`src/rtl/rand_matrix_collector.sv`:
```
`default_nettype none
// rand_matrix_collector: buffers one m x n matrix from the generator and replays it row-major
// on a valid/ready stream. Optional macro RANGE_CHECK_EN clamps elements to [elem_min, elem_max].
module rand_matrix_collector #(
    parameter int MAX_ELEMS = 25,
    parameter int DATA_W    = 8
) (
    input  logic              clk,
    input  logic              rst_n,
    input  logic              cap_start,
    input  logic              cap_abort,
    input  logic [2:0]        dim_m,
    input  logic [2:0]        dim_n,
    input  logic              elem_valid,
    input  logic [DATA_W-1:0] elem_data,
    input  logic [7:0]        elem_min,
    input  logic [7:0]        elem_max,
    output logic              out_valid,
    input  logic              out_ready,
    output logic [DATA_W-1:0] out_data,
    output logic [2:0]        out_row,
    output logic [2:0]        out_col,
    output logic              out_last,
    output logic              busy,
    output logic              done,
    output logic              cfg_err,
    output logic              ovf_err,
    output logic              range_err
);
    localparam int         c_idx_w     = (MAX_ELEMS > 1) ? $clog2(MAX_ELEMS) : 1;
    localparam logic [5:0] c_max_total = 6'(MAX_ELEMS);

    typedef enum logic [1:0] {
        S_IDLE    = 2'd0,
        S_CAPTURE = 2'd1,
        S_COMMIT  = 2'd2,
        S_DONE    = 2'd3
    } state_t;

    state_t            state_q, state_d;
    logic [5:0]        total_q, total_d;
    logic [2:0]        dim_n_q, dim_n_d;
    logic [5:0]        wr_ptr_q, wr_ptr_d;
    logic [5:0]        rd_ptr_q, rd_ptr_d;
    logic              out_valid_q, out_valid_d;
    logic [DATA_W-1:0] out_data_q, out_data_d;
    logic [2:0]        out_row_q, out_row_d;
    logic [2:0]        out_col_q, out_col_d;
    logic              out_last_q, out_last_d;
    logic              cfg_err_q, cfg_err_d;
    logic              ovf_err_q, ovf_err_d;
    logic              range_err_q, range_err_d;

    logic [DATA_W-1:0] buf_q [MAX_ELEMS];
    logic              w_buf_we;
    logic [DATA_W-1:0] w_wdata;
    logic              w_range_hit;
    logic [5:0]        w_total_req;
    logic [5:0]        w_rd_next;

    assign w_total_req = 6'(dim_m) * 6'(dim_n);
    assign w_rd_next   = rd_ptr_q + 6'd1;

`ifdef RANGE_CHECK_EN
    logic [DATA_W-1:0] w_lo, w_hi;
    assign w_lo = DATA_W'(elem_min);
    assign w_hi = DATA_W'(elem_max);

    // An inverted window disables clamping but still flags every beat.
    always_comb begin
        w_wdata     = elem_data;
        w_range_hit = 1'b0;
        if (w_lo > w_hi) begin
            w_range_hit = 1'b1;
        end else if (elem_data < w_lo) begin
            w_wdata     = w_lo;
            w_range_hit = 1'b1;
        end else if (elem_data > w_hi) begin
            w_wdata     = w_hi;
            w_range_hit = 1'b1;
        end
    end
`else
    logic unused_range;
    assign unused_range = ^{elem_min, elem_max};
    assign w_wdata      = elem_data;
    assign w_range_hit  = 1'b0;
`endif

    always_comb begin
        state_d     = state_q;
        total_d     = total_q;
        dim_n_d     = dim_n_q;
        wr_ptr_d    = wr_ptr_q;
        rd_ptr_d    = rd_ptr_q;
        out_valid_d = out_valid_q;
        out_data_d  = out_data_q;
        out_row_d   = out_row_q;
        out_col_d   = out_col_q;
        out_last_d  = out_last_q;
        cfg_err_d   = 1'b0;
        ovf_err_d   = ovf_err_q;
        range_err_d = range_err_q;
        w_buf_we    = 1'b0;

        if (cap_abort) begin
            state_d     = S_IDLE;
            out_valid_d = 1'b0;
            wr_ptr_d    = 6'd0;
            rd_ptr_d    = 6'd0;
        end else begin
            case (state_q)
                S_IDLE: begin
                    if (cap_start) begin
                        if (w_total_req == 6'd0 || w_total_req > c_max_total) begin
                            cfg_err_d = 1'b1;
                        end else begin
                            state_d     = S_CAPTURE;
                            total_d     = w_total_req;
                            dim_n_d     = dim_n;
                            wr_ptr_d    = 6'd0;
                            ovf_err_d   = 1'b0;
                            range_err_d = 1'b0;
                        end
                    end
                    if (elem_valid) ovf_err_d = 1'b1;
                end
                S_CAPTURE: begin
                    if (elem_valid) begin
                        w_buf_we    = 1'b1;
                        wr_ptr_d    = wr_ptr_q + 6'd1;
                        range_err_d = range_err_q | w_range_hit;
                        if (wr_ptr_q == total_q - 6'd1) begin
                            // Single-element matrix: buffer write lands this edge, so forward it.
                            state_d     = S_COMMIT;
                            rd_ptr_d    = 6'd0;
                            out_valid_d = 1'b1;
                            out_data_d  = (total_q == 6'd1) ? w_wdata : buf_q[0];
                            out_row_d   = 3'd0;
                            out_col_d   = 3'd0;
                            out_last_d  = (total_q == 6'd1);
                        end
                    end
                end
                S_COMMIT: begin
                    if (elem_valid) ovf_err_d = 1'b1;
                    if (out_valid_q && out_ready) begin
                        if (out_last_q) begin
                            state_d     = S_DONE;
                            out_valid_d = 1'b0;
                        end else begin
                            rd_ptr_d   = w_rd_next;
                            out_data_d = buf_q[w_rd_next[c_idx_w-1:0]];
                            out_last_d = (w_rd_next == total_q - 6'd1);
                            if (out_col_q == dim_n_q - 3'd1) begin
                                out_col_d = 3'd0;
                                out_row_d = out_row_q + 3'd1;
                            end else begin
                                out_col_d = out_col_q + 3'd1;
                            end
                        end
                    end
                end
                default: begin
                    if (elem_valid) ovf_err_d = 1'b1;
                    state_d = S_IDLE;
                end
            endcase
        end
    end

    always_ff @(posedge clk or negedge rst_n) begin
        if (!rst_n) begin
            state_q     <= S_IDLE;
            total_q     <= 6'd0;
            dim_n_q     <= 3'd0;
            wr_ptr_q    <= 6'd0;
            rd_ptr_q    <= 6'd0;
            out_valid_q <= 1'b0;
            out_data_q  <= '0;
            out_row_q   <= 3'd0;
            out_col_q   <= 3'd0;
            out_last_q  <= 1'b0;
            cfg_err_q   <= 1'b0;
            ovf_err_q   <= 1'b0;
            range_err_q <= 1'b0;
        end else begin
            state_q     <= state_d;
            total_q     <= total_d;
            dim_n_q     <= dim_n_d;
            wr_ptr_q    <= wr_ptr_d;
            rd_ptr_q    <= rd_ptr_d;
            out_valid_q <= out_valid_d;
            out_data_q  <= out_data_d;
            out_row_q   <= out_row_d;
            out_col_q   <= out_col_d;
            out_last_q  <= out_last_d;
            cfg_err_q   <= cfg_err_d;
            ovf_err_q   <= ovf_err_d;
            range_err_q <= range_err_d;
        end
    end

    always_ff @(posedge clk) begin
        if (w_buf_we) buf_q[wr_ptr_q[c_idx_w-1:0]] <= w_wdata;
    end

    assign out_valid = out_valid_q;
    assign out_data  = out_data_q;
    assign out_row   = out_row_q;
    assign out_col   = out_col_q;
    assign out_last  = out_last_q;
    assign busy      = (state_q == S_CAPTURE) || (state_q == S_COMMIT);
    assign done      = (state_q == S_DONE);
    assign cfg_err   = cfg_err_q;
    assign ovf_err   = ovf_err_q;
    assign range_err = range_err_q;

endmodule
`default_nettype wire

```
`config.mk`:
```
export PLATFORM = sky130hd
export DESIGN_NAME = rand_matrix_collector
export DESIGN_NICKNAME = d
export VERILOG_FILES = /design/src/rtl/rand_matrix_collector.sv
export SDC_FILE = /design/constraint.sdc
export NUM_CORES = 1
export LEC_CHECK = 0
export CORE_MARGIN = 8
export CORE_UTILIZATION = 60
export CTS_BUF_LIST = sky130_fd_sc_hd__clkbuf_8
export DETAILED_ROUTE_END_ITERATION = 7
export PLACE_DENSITY_LB_ADDON = 0.1
export SETUP_SLACK_MARGIN = 0.02
export SYNTH_ARGS = -nofsm -noshare
export SYNTH_HDL_FRONTEND = slang
export SYNTH_SLANG_ARGS = --single-unit
```
`constraint.sdc`:
```
create_clock -name clk -period 2.9 [get_ports clk]
set_clock_uncertainty 0.1 [all_clocks]
set_input_delay 0.58 -clock clk [delete_from_list [all_inputs] [get_ports clk]]
set_output_delay 0.58 -clock clk [all_outputs]
set_load 0.05 [all_outputs]
```
[Yosys cells after proc, flatten, opt, wreduce, memory -nomap -nowiden]
Memories as Yosys holds them, arrays and structs flattened.
Index checks and enable logic that the tools add are counted.
Operators by class
  add/subtract/negate cells: 6
  multipliers: 1
  divide/modulo/power cells: 0
  magnitude comparators: 1
  eq/ne operators: 20
  shift-type cells: 0
  muxes and demuxes: 60
  bitwise operators: 3
  reduce and logical (&&, ||, !) cells: 19
Operators by type and width (number)
  two-way mux 6 bit: 9
  two-way mux 8 bit: 5
  two-way mux 3 bit: 8
  one-hot mux 6 bit (2 select lines): 2
  two-way mux 1 bit: 22
  != test 3 bit, second input constant: 7
  AND reduction 5 bit: 4
  one-hot mux 8 bit (2 select lines): 1
  two-way mux 2 bit: 7
  adder 6 x 1 -> 6 bit, second input constant: 2
  equality test 6 bit: 2
  != test 2 bit, second input constant: 6
  one-hot mux 3 bit (2 select lines): 2
  AND reduction 6 bit: 2
  AND reduction 4 bit: 2
  AND reduction 7 bit: 1
  adder 3 x 1 -> 3 bit, second input constant: 2
  equality test 6 x 1 -> 1 bit, second input constant: 1
  greater-than comparator 6 x 5 -> 1 bit, second input constant: 1
  logical NOT 6 bit: 1
  multiplier 3 x 3 -> 6 bit: 1
  one-hot mux 1 bit (2 select lines): 3
  one-hot mux 2 bit (3 select lines): 1
  nonzero test 2 bit: 3
  10 further kinds: 15
Word-level totals
  bits in registers: 41
  bits in latches: 0
  RAM bits: 200
  ROM bits: 0
  bits of input ports: 36
  output and inout bits: 21
  word-level logic and storage cells: 123
  memories: 1
Memory list
  buf_q: depth 25, width 8, read ports 2, clocked after memory_dff 0, write ports 1, RTL line 54  | logic [DATA_W-1:0] buf_q [MAX_ELEMS];

[Longest topological paths before layout]
  depth after elaboration: 7
  depth in mapped cells: 12
  depth with buffers taken out: 11

[Least setup slack after synthesis]
No wires, ideal clock.
  kind: input-to-reg
  from: input dim_m[0]
  to: register dim_n_q[1]
  library setup time: 125 ps
  arrival time: 3293 ps
  required time: 2675 ps
  setup slack: -617 ps
  cell stages on the path: 11
  buffers on the path: 1
  path through: and2_1 > fa_1 > ha_1 > inv_1 > fa_1 > xor2_1 > or3_1 > nand4_1 > nand3b_1 > buf_2 > mux2_2
On the way
  longest elaborated chain between the ends: 5
  elaborated cells on any way between the ends: 6
  classes of those cells: 1 x mul; 1 x order compare; 1 x bitwise; 3 x reduce/logical
RTL lines
  start, declared: RTL line 12  | input logic [2:0] dim_m,
  multiplier 3 x 3 -> 6 bit (*): RTL line 61  | assign w_total_req = 6'(dim_m) * 6'(dim_n);
  greater-than comparator 6 x 5 -> 1 bit or logical NOT 6 bit (tied branches): RTL line 115  | if (w_total_req == 6'd0 || w_total_req > c_max_total) begin
  logical OR 1 bit (*): RTL line 115
  inverter 1 bit (no line) (*)
  AND reduction 4 bit (no line) (*)
  end signal, assigned: RTL line 190  | dim_n_q <= dim_n_d;
  end, declared: RTL line 42  | logic [2:0] dim_n_q, dim_n_d;
Mark *: on every way between the ends. The rest lies on a longest branch, timed or not.
A chain may end at the register's enable or synchronous reset.

[Final worst setup path]
  from: input dim_n[0]
  to: register dim_n_q[2]
On the way
  longest elaborated chain between the ends: 5
  elaborated cells on any way between the ends: 6
  classes of those cells: 1 x mul; 1 x order compare; 1 x bitwise; 3 x reduce/logical
RTL lines
  start, declared: RTL line 13  | input logic [2:0] dim_n,
  multiplier 3 x 3 -> 6 bit (*): RTL line 61
  greater-than comparator 6 x 5 -> 1 bit or logical NOT 6 bit (tied branches): RTL line 115
  logical OR 1 bit (*): RTL line 115
  inverter 1 bit (no line) (*)
  AND reduction 4 bit (no line) (*)
Marks and branches as above.

==> impl_metrics.yaml <==
placed_design:
  place_hpwl_mm: 16.62
  gp_congestion: 0.8706
  placed_cell_area_um2: 11760
  dp_slack_ns: -0.9996
  port_buffers: 39
pwr:
  power.internal_uw: 6347
  cellPowerDensity_nw_per_um2: 737.1
  switchingPower_uw: 2952
  power.leakage_uw: 0.004682
  power_uw: 9299
  pwr-share-comb_pct: 26.0
  swShare_pct: 31.75
  pwr-share-seq_pct: 44.2
  ir_worst_vdd_uv: 585.7
  p_clk_share_pct: 29.8
timing:
  slew_headroom_pct: 52.63
  final_hold_viol_count: 0
  fmax_mhz: 332.7
  fin_crit_sh_pct: 103.6
  final_max_slew_viol_count: 0
  rsz0062_at_grt: "true"
  worst_slew_pin_slew_ns: 0.7106
  postLayoutSetupSlackWorst_ns: -0.1055
  fin_crit_ns: 3.006
  holdWs_ns: 0.2785
  finalSetupViolCount: 14
routing:
  vias: 6888
  drcViolationCount: 0
  wl_per_cell_um: 22.19
  drt_pass1_iterations: 5
  drt_iter0_markers: 494
  finalWirelength_mm: 25.17
  drtAntennaViolNets: 0
  viasPerCell: 6.074
clocking:
  clock_path_buffers: 3
  h-tree-depth: 2
  numCtsBuffers: 40
  cts_root_buf: "clkbuf_8"
  clk_pin_slew_ns: 0.06
  clock-sinks: 241
  clock_latency_ns: 0.54
  cts_tree: "built"
yosys:
  synthesis.area_um2: 10770
  synth_cells: 768
  synth_flop_cell: "edfxtp_1"
  avgSynthCellArea_um2: 14.03
  yosysWarnings: 0
  asyncSetResetFlopFracSynth_pct: 17.01
  synth_cell_types: 61
  synth_edf_count: 200
  yosys_register_bits: 241
  syn_nets: 825
  ys_seq_area_share_pct: 65.28
finish:
  nNetsFinal: 934
  insertedDiodeCount: 0
  drive_gt1_share_pct: 21.55
  area_delta_synth_final_pct: 17.12
  mostFrequentLayoutCell: "edfxtp_1"
  final_cell_area_um2: 12620
  final_cell_mix: "edfxtp_1, nand2_1, buf_4"
  post-route-util_pct: 70.96
outcome:
  violations: "negative setup slack"
  status: "complete, but fails checks"
worst_setup_path:
  path_max_fanout: 7
  crit_type: "in2reg"
  slowest_delay_ns: 0.55
  critPathArrivalTime_ns: 3.33
  crit_chain: "buf_6 -> and2_4 -> fa_1 -> ha_2 -> inv_2 -> fa_2 -> xor2_2 -> or3_1 -> nand4_1 -> nand3b_1 -> buf_12 -> mux2_4"
  start_kind: "primary input"
  critPathCaptureType: "register"
  cp_data_required_time_ns: 3.22
  critPathSlowestCell: "fa_1"
floorplanning:
  dieArea_um2: 22500
  io_pins: 57
  die_y_um: 150.0
  core_area_um2: 17780
  start_util_pct: 60.58
  rows: 49
  die_w_um: 150.0
flow_run:
  drv_cap: 0
grt:
  grt_remaining_overflow: 0
  grt_max_degree: 47
  grt_pass1_wl_mm: 39.32
  antenna_found_initial: 0
  grt_use_total_pct: 23.09
  grt_pass1_vias: 6986
worst_hold_path:
  hold_path.class: "in2reg"
==> worst max-delay path, delay by kind of cell <==
kind	cells	cell delay (ns)
muxes	1	0.30
xor gates and xnor gates	1	0.17
buffers and inverters	3	0.28
and+or+nand+nor	4	0.90
adders and majority gates	3	1.10
==> cell families after synthesis <==
family / count (synthesis) / synth area share (%)
compound gates: 120 / 7.701
xor+xnor: 25 / 2.462
simple gates: 249 / 10.40
buf+inv: 60 / 2.846
mux: 51 / 8.700
other cells: 1 / 0.03481
flops: 241 / 65.28
fa+ha+maj: 21 / 2.579
==> power by group through the flow <==
stage          registers (uW)  clock network [uW]  logic [uW]
2_1_floorplan            4440                   0        1340
6_report                 4110                2770        2410
5_1_grt                  4140                2950        2600
4_1_cts                  4110                2800        2390
3_5_place_dp             4180                   0        2320
3_3_place_gp             4170                   0        2270
==> cell usage after synthesis (10+ instances only) <==
cell type	number	share of area (%)
edfxtp_1	200	56
nand2_1	129	4.5
a21oi_1	42	2.0
dfrtp_1	41	9.5
nor2_1	41	1.4
mux4_2	33	6.9
nand3_1	24	1.1
ha_1	19	2.2
inv_1	19	0.66
buf_2	14	0.65
clkbuf_1	13	0.45
o21ai_0	11	0.51
xor2_1	11	0.89
a21o_1	10	0.70
mux2i_1	10	0.93
nor4_1	10	0.58
xnor2_1	10	0.81
==> flip-flops by register name (all words and copies together), names as in the netlist <==
name	flops
buf_q	200
cfg_err	1
dim_n_q	3
out_col	3
out_data	8
out_last	1
out_row	3
out_valid	1
ovf_err	1
rd_ptr_q	6
state_q	2
total_q	6
wr_ptr_q	6
==> path summary, 6_finish.rpt <==
check / slack, ns / depth (start not counted) / start / to
worst max-delay path: -0.11 / 12 / dim_n[0] / dim_n_q[2]
worst min-delay path: 0.28 / 3 / dim_n[1] / dim_n_q[1]
worst max register to register: 0.14 / 8 / rd_ptr_q[0] / out_data[5]
worst min register to register: 0.43 / 1 / dim_n_q[1] / dim_n_q[1]
max in group asynchronous: 1.53 / 3 / rst_n / wr_ptr_q[5]
min in group asynchronous: 0.53 / 2 / rst_n / out_data[4]
==> metrics by stage <==
| stage | instances | TNS [ns] |
|---|---|---|
| 5_1_grt | 1134 | -1.881 |
| 4_1_cts | 1132 | -0.2790 |
| 6_report | 1134 | -1.001 |
| 3_3_place_gp | 1056 | -14.12 |
| 3_5_place_dp | 1056 | -16.49 |
| 2_1_floorplan | 768 | -5.282 |
==> repair_timing <==
item,in CTS,in global routing
buffers inserted,5,2
endpoints found under the hold margin,29,0
pin swaps,8,8
gates resized for setup,41,8
setup endpoints to repair,19,29
hold buffers,1,0
==> area by class of cell <==
type | instances | area, um^2
flip-flops and latches | 241 | 7033
clock inverters | 28 | 150.1
inverters | 19 | 71.32
clock buffers | 42 | 578.1
fillers | 1213 | 5164
well taps | 229 | 286.5
repair buffers | 108 | 953.4
multi-input cells | 467 | 3543
==> layer usage <==
layer  vias up  GRT usage (%)  part of all wire (%)
li1       3107              -                     -
met3        70          5.020                   6.6
met2       253          37.66                    48
met5         -              0                     0
met1      3458          29.75                    42
met4         0          9.195                   3.4
(Power assumes the default switching activity.)
